## config.mk

```make
export PLATFORM = sky130hd
export DESIGN_NAME = count_seq_ctrl
export DESIGN_NICKNAME = d
export VERILOG_FILES = /design/src/rtl/count_seq_ctrl.sv
export SDC_FILE = /design/constraint.sdc
export NUM_CORES = 1
export LEC_CHECK = 0
export CAP_MARGIN = 20
export CORE_UTILIZATION = 25
export DETAILED_ROUTE_END_ITERATION = 10
export SYNTH_ARGS = -nofsm -noshare
export SYNTH_HDL_FRONTEND = slang
export SYNTH_SLANG_ARGS = --single-unit
export TNS_END_PERCENT = 5
```

## constraint.sdc

```tcl
create_clock -name clk -period 2.7 [get_ports clk]
set_input_delay 0.405 -clock clk [delete_from_list [all_inputs] [get_ports clk]]
set_output_delay 0.405 -clock clk [all_outputs]
set_load 0.02 [all_outputs]
```

## src/rtl/count_seq_ctrl.sv

```systemverilog
// Up/down count sequencer: loads a start value, steps toward a terminal value,
// and signals completed passes in one-shot, auto-reload or ping-pong mode.
module count_seq_ctrl #(
   parameter int WIDTH  = 4,
   parameter int PASS_W = 8
) (
   input  logic              clk,
   input  logic              rst,
   input  logic              start,
   input  logic              stop,
   input  logic              pause,
   input  logic              m,
   input  logic [1:0]        mode,
   input  logic [WIDTH-1:0]  init_val,
   input  logic [WIDTH-1:0]  term_val,
   output logic [WIDTH-1:0]  q,
   output logic              busy,
   output logic              done,
   output logic              dir,
   output logic [PASS_W-1:0] pass_cnt
);

   typedef enum logic {IDLE = 1'b0, RUN = 1'b1} state_t;

   localparam logic [1:0] MODE_RELOAD = 2'b01;
   localparam logic [1:0] MODE_PING   = 2'b10;

   state_t              state_q, state_d;
   logic [WIDTH-1:0]    q_q, q_d;
   logic [WIDTH-1:0]    tgt_q, tgt_d;
   logic [WIDTH-1:0]    init_q, init_d;
   logic [WIDTH-1:0]    term_q, term_d;
   logic [1:0]          mode_q, mode_d;
   logic                dir_q, dir_d;
   logic                busy_q, busy_d;
   logic                done_q, done_d;
   logic [PASS_W-1:0]   pass_q, pass_d;

   always_comb begin
      state_d = state_q;
      q_d     = q_q;
      tgt_d   = tgt_q;
      init_d  = init_q;
      term_d  = term_q;
      mode_d  = mode_q;
      dir_d   = dir_q;
      busy_d  = busy_q;
      done_d  = 1'b0;
      pass_d  = pass_q;
      case (state_q)
         IDLE: begin
            if (start && !stop) begin
               q_d     = init_val;
               dir_d   = m;
               tgt_d   = term_val;
               init_d  = init_val;
               term_d  = term_val;
               mode_d  = mode;
               pass_d  = '0;
               busy_d  = 1'b1;
               state_d = RUN;
            end
         end
         RUN: begin
            if (stop) begin
               busy_d  = 1'b0;
               state_d = IDLE;
            end else if (!pause) begin
               if (q_q != tgt_q) begin
                  q_d = dir_q ? q_q - 1'b1 : q_q + 1'b1;
               end else begin
                  done_d = 1'b1;
                  if (pass_q != '1) pass_d = pass_q + 1'b1;
                  case (mode_q)
                     MODE_RELOAD: q_d = init_q;
                     MODE_PING: begin
                        // q dwells at the endpoint for this edge; next pass heads back
                        dir_d = ~dir_q;
                        tgt_d = (tgt_q == term_q) ? init_q : term_q;
                     end
                     default: begin
                        busy_d  = 1'b0;
                        state_d = IDLE;
                     end
                  endcase
               end
            end
         end
         default: state_d = IDLE;
      endcase
   end

   always_ff @(posedge clk) begin
      if (!rst) begin
         state_q <= IDLE;
         q_q     <= '0;
         tgt_q   <= '0;
         init_q  <= '0;
         term_q  <= '0;
         mode_q  <= '0;
         dir_q   <= 1'b0;
         busy_q  <= 1'b0;
         done_q  <= 1'b0;
         pass_q  <= '0;
      end else begin
         state_q <= state_d;
         q_q     <= q_d;
         tgt_q   <= tgt_d;
         init_q  <= init_d;
         term_q  <= term_d;
         mode_q  <= mode_d;
         dir_q   <= dir_d;
         busy_q  <= busy_d;
         done_q  <= done_d;
         pass_q  <= pass_d;
      end
   end

   assign q        = q_q;
   assign busy     = busy_q;
   assign done     = done_q;
   assign dir      = dir_q;
   assign pass_cnt = pass_q;

endmodule

```

==> results_dict.tcl <==
set metrics [dict create \
    outcome "finished, final reports clean" \
    peakVddDrop_mv 0.196 \
    setup_tns_ns 0 \
    slew_violations 0 \
    final_layout_size_suffix_gt1_frac 0.0766 \
    finalNetCount 257 \
    cts_tree "done" \
    postCtsSetupBuffers 0 \
    hold_start "init_q[3]$_SDFFE_PN0P_" \
    diodes 0 \
    num_vias 1586 \
    synth_seq_cells 30 \
    tightest_slew_ns 0.978 \
    firstDrtPassIters 4 \
    wirelength_um 4390 \
    fmax_ghz 0.485 \
    cp_top_family "simple AND/OR/NAND/NOR gates" \
    arrival_ns 2.22 \
    port_buffers 30 \
    pin_count 31 \
    path_cells "xor2_1 > or4_4 > o31a_2 > o21ai_0 > a31oi_1" \
    synth_ff_type "dfxtp_1" \
    fp.dieW_um 85.4 \
    start_util 0.258 \
    syn_nets 227 \
    slew_headroom 0.341 \
    clockBufferDepth 2 \
    synth_edf_count 0 \
    core_um2 6760 \
    grt_setup_unrepaired "false" \
    synthArstFlopShare 0 \
    grt_max_degree 24 \
    syn_area_um2 1740 \
    cp-start-kind "flop" \
    hold_buffers 0 \
    syn_area_per_cell_um2 8.49 \
    seq_area_frac_synth 0.345 \
    ys_warn_count 0 \
    crit_path_top_delay_cell "or4_4" \
    dpl_worst_slack_ns 0.429 \
    critPathLaunch "q[0]$_SDFFE_PN0P_" \
    maxCapViolations 0 \
    cp_max_fo 11 \
    clockRootBuffer "clkbuf_8" \
    cellPowerDensity_nw_per_um2 500 \
    clock_latency_ns 0.28 \
    slowest_delay_ns 0.66 \
    setup_viol 0 \
    synth_cells 205 \
    cts.clk_slew.worst_paths_ns 0.07 \
    grt_pass1_vias 1506 \
    fin_skew_ns 0.00769 \
    final_util 0.318 \
    die_area_um2 7300 \
    r2r-start "q[0]$_SDFFE_PN0P_" \
    vias_per_cell 5.03 \
    cp.required_ns 2.86 \
    htreeDepth 2 \
    critical_path_class "flop to flop" \
    grt_pass1_wl_um 7360 \
    worst_slack_ns 0.639 \
    antenna_found_initial 0 \
    nFillCells 727 \
    cts.repair.resized 0 \
    dp_hpwl_um 3180 \
    timing.hold.ws_ns 0.488 \
    area_delta_synth_final_pct 23.3 \
    overflow 0 \
    leakagePower_uw 0.000768 \
    period_share 0.763 \
    hold_viol 0 \
    ys_types 48 \
    worstHoldPathType "flop to flop" \
    end_kind "flop" \
    cts_sinks 30 \
    die_y_um 85.4 \
    grt_usage 0.127 \
    ant_nets 0 \
    drc 0 \
    globalplace.congestion 0.801 \
    min_period_ns 2.06 \
    fp-row-count 30 \
    detailedRoute.firstIterationViolations 151 \
    worst-path-buf-inv 0 \
    power_uw 1070 \
    route.detailed.wl_per_inst_um 13.9 \
    cts_made_buffers 5 \
]
## state kept, by name (all words and copies together) (netlist names)
signal / count
done: 1
state_q: 1
q: 4
busy: 1
tgt_q: 4
pass_cnt: 8
init_q: 4
dir: 1
mode_q: 2
term_q: 4
## path summary, 6_finish.rpt
path	endpoint	slack, ns	cells past startpoint
max reg2reg	q[3]$_SDFFE_PN0P_	0.64	5
min	init_q[3]$_SDFFE_PN0P_	0.49	2
min reg2reg	init_q[3]$_SDFFE_PN0P_	0.49	2
max	q[3]$_SDFFE_PN0P_	0.64	5
## tightest hold or removal path, delay by kind of cell, from the launching register on
family / cells / cell delay (ns)
compound gates: 1 / 0.06
simple gates: 1 / 0.05
flops: 1 / 0.32
## cell usage after synthesis, types with 2 or more instances
cell,instances,share of area
a31o_2,3,0.015
and3_1,4,0.014
nor4_1,2,0.0072
o21ai_0,13,0.037
xnor2_1,5,0.025
a31oi_1,4,0.014
ha_1,5,0.036
clkbuf_1,2,0.0043
a211oi_1,2,0.0086
o21a_1,2,0.0086
nand4_1,2,0.0072
a21boi_0,11,0.047
nand2_1,36,0.078
dfxtp_1,30,0.35
o211ai_1,4,0.017
inv_1,9,0.019
nand3_1,6,0.017
a21oi_1,8,0.023
nor3_1,2,0.0058
o22ai_1,2,0.0072
a311oi_1,3,0.015
nor2_1,12,0.026
clkbuf_8,5,0.040
xor2_1,6,0.030
o2111ai_1,3,0.015
o211a_1,2,0.012
## cells by family after synthesis
family                   after synthesis  synth area share
buffers and inverters                 20            0.0776
XOR/XNOR                              11            0.0554
AND/OR/NAND/NOR                       71             0.192
flip-flops                            30             0.345
adder cells (fa/ha/maj)                6            0.0474
AO/OA/AOI/OAI                         67             0.283
## cells in the final DEF (no fill, tap or decap), types with 4 or more instances in the layout
| cell | netlist | final |
|---|---|---|
| a21boi_0 | 11 | 11 |
| a21oi_1 | 8 | 8 |
| a31oi_1 | 4 | 4 |
| and3_1 | 4 | 4 |
| buf_4 | 0 | 4 |
| clkbuf_8 | 5 | 5 |
| clkdlybuf4s50_1 | 0 | 30 |
| dfxtp_1 | 30 | 30 |
| ha_1 | 5 | 5 |
| inv_1 | 9 | 9 |
| nand2_1 | 36 | 36 |
| nand3_1 | 6 | 6 |
| nor2_1 | 12 | 12 |
| o211ai_1 | 4 | 4 |
| o21ai_0 | 13 | 13 |
| xnor2_1 | 5 | 5 |
| xor2_1 | 6 | 6 |
## through the flow
stage / area [µm²] / instances
3_3_place_gp: 2070 / 308
2_1_floorplan: 1740 / 205
5_1_grt: 2150 / 315
6_report: 2150 / 315
3_5_place_dp: 2070 / 308
4_1_cts: 2150 / 315
## power breakdown
part           internal [µW]  switching [µW]  leakage [µW]
Sequential               463            24.5      0.000245
Combinational            101             140      0.000486
Clock                    177             166     0.0000383
## routing by layer
metal	vias to the layer above	wire length [µm]	track usage
met1	743	2210	0.171
li1	804	-	-
met5	-	0	0
met4	0	46	0.0500
met2	35	1970	0.194
met3	4	163	0.0331
## area by class of cell
cell class	instances	area (µm²)	share of cell area
clock buffers	7	76.3	0.0356
inverters	9	33.8	0.0157
multi-input cells	155	1000	0.468
flip-flops and latches	30	601	0.280
well taps	80	100	0.0466
repair buffers	34	330	0.154
No activity file was read; power rests on OpenSTA's default activity.
